### config.mk
export PLATFORM = sky130hd
export DESIGN_NAME = reg_file_mp
export DESIGN_NICKNAME = d
export VERILOG_FILES = /design/src/rtl/reg_file_mp.sv
export SDC_FILE = /design/constraint.sdc
export NUM_CORES = 1
export LEC_CHECK = 0
export CAP_MARGIN = 20
export CORE_MARGIN = 1
export CORE_UTILIZATION = 55
export DETAILED_ROUTE_END_ITERATION = 8
export PLACE_DENSITY = 0.75
export SYNTH_ARGS = -nofsm -noshare
export SYNTH_HDL_FRONTEND = slang
export SYNTH_SLANG_ARGS = --single-unit
### constraint.sdc
create_clock -name clk -period 2.4 [get_ports clk]
set_input_delay 0.36 -clock clk [delete_from_list [all_inputs] [get_ports clk]]
set_output_delay 0.36 -clock clk [all_outputs]
set_load 0.1 [all_outputs]
### src/rtl/reg_file_mp.sv
`default_nettype none
// ============================================================================
// Module   : reg_file_mp
// Purpose  : Multi-port register file with registered reads and a hardware
//            clear sequencer that zeroes one entry per cycle after reset/CLR.
//            Optional macro REG_FILE_BYPASS_EN forwards same-edge write data.
// Revision : 1.0 - initial release
// ============================================================================
module reg_file_mp #(
   parameter int BITS     = 8,
   parameter int DEPTH    = 16,
   parameter int ADDR     = 4,
   parameter int RD_PORTS = 2,
   parameter int WR_PORTS = 2
) (
   input  logic                     clk,
   input  logic                     rst,
   input  logic [WR_PORTS-1:0]      WE,
   input  logic [WR_PORTS*ADDR-1:0] WA,
   input  logic [WR_PORTS*BITS-1:0] WD,
   input  logic [RD_PORTS-1:0]      RE,
   input  logic [RD_PORTS*ADDR-1:0] RA,
   output logic [RD_PORTS*BITS-1:0] RD,
   output logic [RD_PORTS-1:0]      RD_VALID,
   input  logic                     CLR,
   output logic                     BUSY,
   output logic                     WR_COLL
);

   localparam logic [ADDR:0]   c_DEPTH = (ADDR+1)'(DEPTH);
   localparam logic [ADDR-1:0] c_LAST  = ADDR'(DEPTH - 1);

   typedef enum logic [0:0] {
      S_IDLE  = 1'b0,
      S_CLEAR = 1'b1
   } state_t;

   state_t                   state_q, state_d;
   logic [ADDR-1:0]          cnt_q, cnt_d;
   logic [BITS-1:0]          mem_q [DEPTH];
   logic [RD_PORTS*BITS-1:0] rd_q, rd_d;
   logic [RD_PORTS-1:0]      rd_valid_q, rd_valid_d;
   logic                     wr_coll_q, wr_coll_d;
   logic                     w_idle;

   function automatic logic in_range(input logic [ADDR-1:0] a);
      return {1'b0, a} < c_DEPTH;
   endfunction

   assign w_idle = (state_q == S_IDLE);

   always_comb begin
      state_d = state_q;
      cnt_d   = cnt_q;
      case (state_q)
         S_IDLE: begin
            if (CLR) begin
               state_d = S_CLEAR;
               cnt_d   = '0;
            end
         end
         S_CLEAR: begin
            cnt_d = cnt_q + ADDR'(1);
            if (cnt_q == c_LAST) begin
               state_d = S_IDLE;
               cnt_d   = '0;
            end
         end
         default: begin
            state_d = S_CLEAR;
            cnt_d   = '0;
         end
      endcase
   end

   // The array has no reset; the sequencer zeroes it after every reset instead.
   always_ff @(posedge clk) begin
      if (state_q == S_CLEAR) begin
         mem_q[cnt_q] <= '0;
      end else begin
         for (int p = 0; p < WR_PORTS; p++) begin
            if (WE[p] && in_range(WA[p*ADDR +: ADDR]))
               mem_q[WA[p*ADDR +: ADDR]] <= WD[p*BITS +: BITS];
         end
      end
   end

   always_comb begin
      rd_d       = rd_q;
      rd_valid_d = '0;
      if (w_idle) begin
         for (int r = 0; r < RD_PORTS; r++) begin
            if (RE[r]) begin
               rd_valid_d[r]        = 1'b1;
               rd_d[r*BITS +: BITS] = '0;
               if (in_range(RA[r*ADDR +: ADDR])) begin
                  rd_d[r*BITS +: BITS] = mem_q[RA[r*ADDR +: ADDR]];
`ifdef REG_FILE_BYPASS_EN
                  // Ascending scan so the highest-indexed writer wins, matching the array.
                  for (int p = 0; p < WR_PORTS; p++) begin
                     if (WE[p] && (WA[p*ADDR +: ADDR] == RA[r*ADDR +: ADDR]))
                        rd_d[r*BITS +: BITS] = WD[p*BITS +: BITS];
                  end
`endif
               end
            end
         end
      end
   end

   generate
      if (WR_PORTS > 1) begin : g_coll
         assign wr_coll_d = w_idle & WE[0] & WE[1] &
                            (WA[0 +: ADDR] == WA[ADDR +: ADDR]);
      end else begin : g_no_coll
         assign wr_coll_d = 1'b0;
      end
   endgenerate

   always_ff @(posedge clk or posedge rst) begin
      if (rst) begin
         state_q    <= S_CLEAR;
         cnt_q      <= '0;
         rd_q       <= '0;
         rd_valid_q <= '0;
         wr_coll_q  <= 1'b0;
      end else begin
         state_q    <= state_d;
         cnt_q      <= cnt_d;
         rd_q       <= rd_d;
         rd_valid_q <= rd_valid_d;
         wr_coll_q  <= wr_coll_d;
      end
   end

   assign RD       = rd_q;
   assign RD_VALID = rd_valid_q;
   assign BUSY     = (state_q == S_CLEAR);
   assign WR_COLL  = wr_coll_q;

endmodule
`default_nettype wire

==> reports/results.tsv <==
stage	metric	value	unit
cells_and_area	final_nets	881	
synthesis	synth_seq_cells	152	
synthesis	ys_top_cells_by_area	edfxtp_1, mux2i_1, mux2_2, dfrtp_1, a22oi_1	
clock_network	cts_buffers	17	
synthesis	seq_area_frac_synth	0.494	
sta	fmax	0.454	GHz
detailed_routing	routed_wirelength	27000	µm
detailed_routing	drc	0	
worst_setup_path	cp.arrival	2270	ps
synthesis	yosys_warnings	0	
cells_and_area	final_cell_count_no_fill	1070	
synthesis	synth_edf_count	128	
cells_and_area	final_layout_size_suffix_gt1_frac	0.278	
clock_network	cts_tree	done	
detailed_routing	wl_per_cell	25.2	µm
detailed_routing	vias	6922	
sta	setup_viol	0	
power	p_switching	3.79	mW
synthesis	syn_nets	803	
worst_setup_path	path_max_fanout	15	
place	gp_congestion	0.932	
clock_network	cts_hold_buffers	0	
detailed_routing	vias_per_cell	6.47	
clock_network	cts_sinks	152	
place	dp_cells	1038	
worst_setup_path	critical_path_required	2460	ps
global_route	grt_max_degree	25	
flow_run	maxCapViolations	0	
worst_setup_path	startpoint_type	flip-flop	
place	port_buffers	58	
floorplanning	die_y	130	µm
sta	timing.final.crit_share	0.918	
global_route	grt_pass1_vias	6673	
floorplanning	design.portCount	59	
power	p_seq_frac	0.399	
global_route	grt_pass1_wl	39900	µm
worst_setup_path	worstPathCellList	nor2b_2 > nor3_1 > a31oi_1 > o21bai_1	
worst_setup_path	cp-end-kind	flip-flop	
sta	skew	11.3	ps
worst_setup_path	critPathKind	flip-flop to flip-flop	
synthesis	syn_inst	763	
synthesis	syn-cell-area	0.00900	mm²
synthesis	synth_ff_type	edfxtp_1	
power	leakagePower	4.39	nW
clock_network	post-cts-setup-buffers	0	
sta	fin_tns_setup	0	ps
floorplanning	core	0.0159	mm²
sta	max-slew-margin-rel	0.445	
sta	drv_slew	0	
power	ir_drop	0.000698	V
detailed_routing	ant_nets	0	
global_route	grt_usage	0.335	
worst_setup_path	crit_path_max_incr_delay	710	ps
clock_network	clock_latency	440	ps
synthesis	yosysTopAreaCellShare	0.427	
clock_network	clkTransAtPathRegs	70	ps
power	swShare	0.383	
sta	final_hold_viol_count	0	
clock_network	root_buffer	clkbuf_16	
cells_and_area	area_growth	18.4	%
power	intPower	6.11	mW
floorplanning	fp-row-count	46	
sta	rsz0062_at_grt	false	
detailed_routing	dr.pass1.iters	5	
clock_network	htree_levels	4	
outcome	status	complete, no violations	
worst_hold_path	hp-class	input pin to asynchronous set/reset pin	
detailed_routing	initialDrtViolationCount	870	
floorplanning	design.die.area	0.0169	mm²
place	hpwl	19400	µm
global_route	grt-ovfl-total	0	
sta	worst_slew_pin_slew	831	ps
power	power.density	929	mW/mm²
synthesis	synth.distinct_cells	44	
cells_and_area	diodes	0	
global_route	antenna_found_initial	0	
worst_setup_path	crit_slowest_cell	dfstp_2	
power	comb_power_share	0.321	
clock_network	cts_resized	0	
synthesis	synth_top_area_cell	edfxtp_1	
synthesis	avgSynthCellArea	11.8	µm²
clock_network	cts_max_path_buffers	2	
synthesis	synthArstFlopShare	0.158	
floorplanning	start_util	0.565	
floorplanning	die_w	130	µm
sta	finalCriticalPeriod	2200	ps
power	pwr-share-clk	0.280	
cells by family (layout without fill, tap and decap cells):
family | count (synthesis) | count (layout) | synth area share
buffers and inverters | 65 | 156 | 0.0367
AOI/OAI and AO/OA | 105 | 105 | 0.0738
DFF | 152 | 152 | 0.494
muxes | 233 | 233 | 0.274
and+or+nand+nor | 202 | 202 | 0.116
adders and majority gates | 1 | 1 | 0.00139
xor gates and xnor gates | 5 | 5 | 0.00486
flip-flops by register name, indices dropped and copies added (netlist names):
name,flops
RD_VALID,2
RD,16
cnt_q,4
WR_COLL,1
BUSY,1
mem_q,128
area by class of cell:
type / count / area [µm²]
timing repair buffer: 119 / 1100
fill: 1161 / 5280
inverter: 5 / 18.8
multi-input combinational: 546 / 4230
clock buffer: 17 / 425
tap: 216 / 270
sequential: 152 / 4450
clock inverter: 15 / 179
worst paths after layout:
path                                    startpoint                      to  slack [ps]  cells past startpoint
worst max-delay path                BUSY$_DFF_PP1_  mem_q[12][3]$_DFFE_PP_         200                      4
worst min-delay path                           rst       RD[9]$_DFFE_PP0P_         290                      3
worst max register to register      BUSY$_DFF_PP1_  mem_q[12][3]$_DFFE_PP_         200                      4
worst min register to register  RD[11]$_DFFE_PP0P_      RD[11]$_DFFE_PP0P_         480                      2
max in group asynchronous                      rst          BUSY$_DFF_PP1_        1790                      3
min in group clk                RD[11]$_DFFE_PP0P_      RD[11]$_DFFE_PP0P_         480                      2
layer usage:
| metal | part of all wire | GRT usage | wire [µm] |
|---|---|---|---|
| met2 | 0.45 | 0.517 | 12200 |
| met3 | 0.10 | 0.0586 | 2780 |
| met1 | 0.41 | 0.462 | 11000 |
| met5 | 0 | 0 | 0 |
| met4 | 0.039 | 0.158 | 1050 |
power groups by stage:
stage                     combinational (mW)  clock [mW]  sequential (mW)
after global placement                  3.08           0             3.96
after floorplan                         1.23           0             4.76
after CTS                               3.15        2.78             3.93
final                                   3.18        2.77             3.96
after detailed placement                3.14           0             3.99
after global routing                    3.35        2.88             3.99
synth_stat cells (8+ instances only):
master / count
nor2b_1: 13
nand2_1: 88
mux2i_1: 129
and2_1: 12
dfrtp_1: 23
nand4_1: 14
nand3_1: 35
a21oi_1: 8
buf_2: 17
nand2_2: 9
o21ai_0: 35
nor2_1: 8
buf_4: 13
mux2_2: 104
edfxtp_1: 128
clkbuf_1: 27
a22oi_1: 45
worst max-delay path: cells and delay by family (launching register included):
family	cells	cell delay, ps
flops	1	710
compound gates	2	800
simple gates	2	310
cells in the final DEF, fill, tap and decap left out, types with 7 or more instances in the layout:
master           instances
nand4_1                 14
nand2_2                  9
dfrtp_1                 23
nor2b_1                 13
mux2_2                 104
o21ai_1                  7
a21oi_1                  8
mux2i_1                129
buf_4                   74
edfxtp_1               128
nand3_1                 35
o21ai_0                 31
clkbuf_16               17
nand2_1                 88
and2_1                  12
buf_12                   9
a22oi_1                 45
nor2_1                   8
clkdlybuf4s50_1         36
a31oi_1                  7
metrics by stage:
step / total power, mW / util / instance area [µm²] / setup slack [ps] / hold WS (ps)
after CTS: 9.86 / 0.669 / 10700 / 222 / 302
after global placement: 7.04 / 0.631 / 10100 / 38.2 / 468
final: 9.91 / 0.669 / 10700 / 196 / 293
after floorplan: 5.99 / - / 9000 / -98.9 / 374
after global routing: 10.2 / 0.669 / 10700 / 71.8 / 346
after detailed placement: 7.13 / 0.631 / 10100 / -25.9 / 472
(Power assumes the default switching activity.)
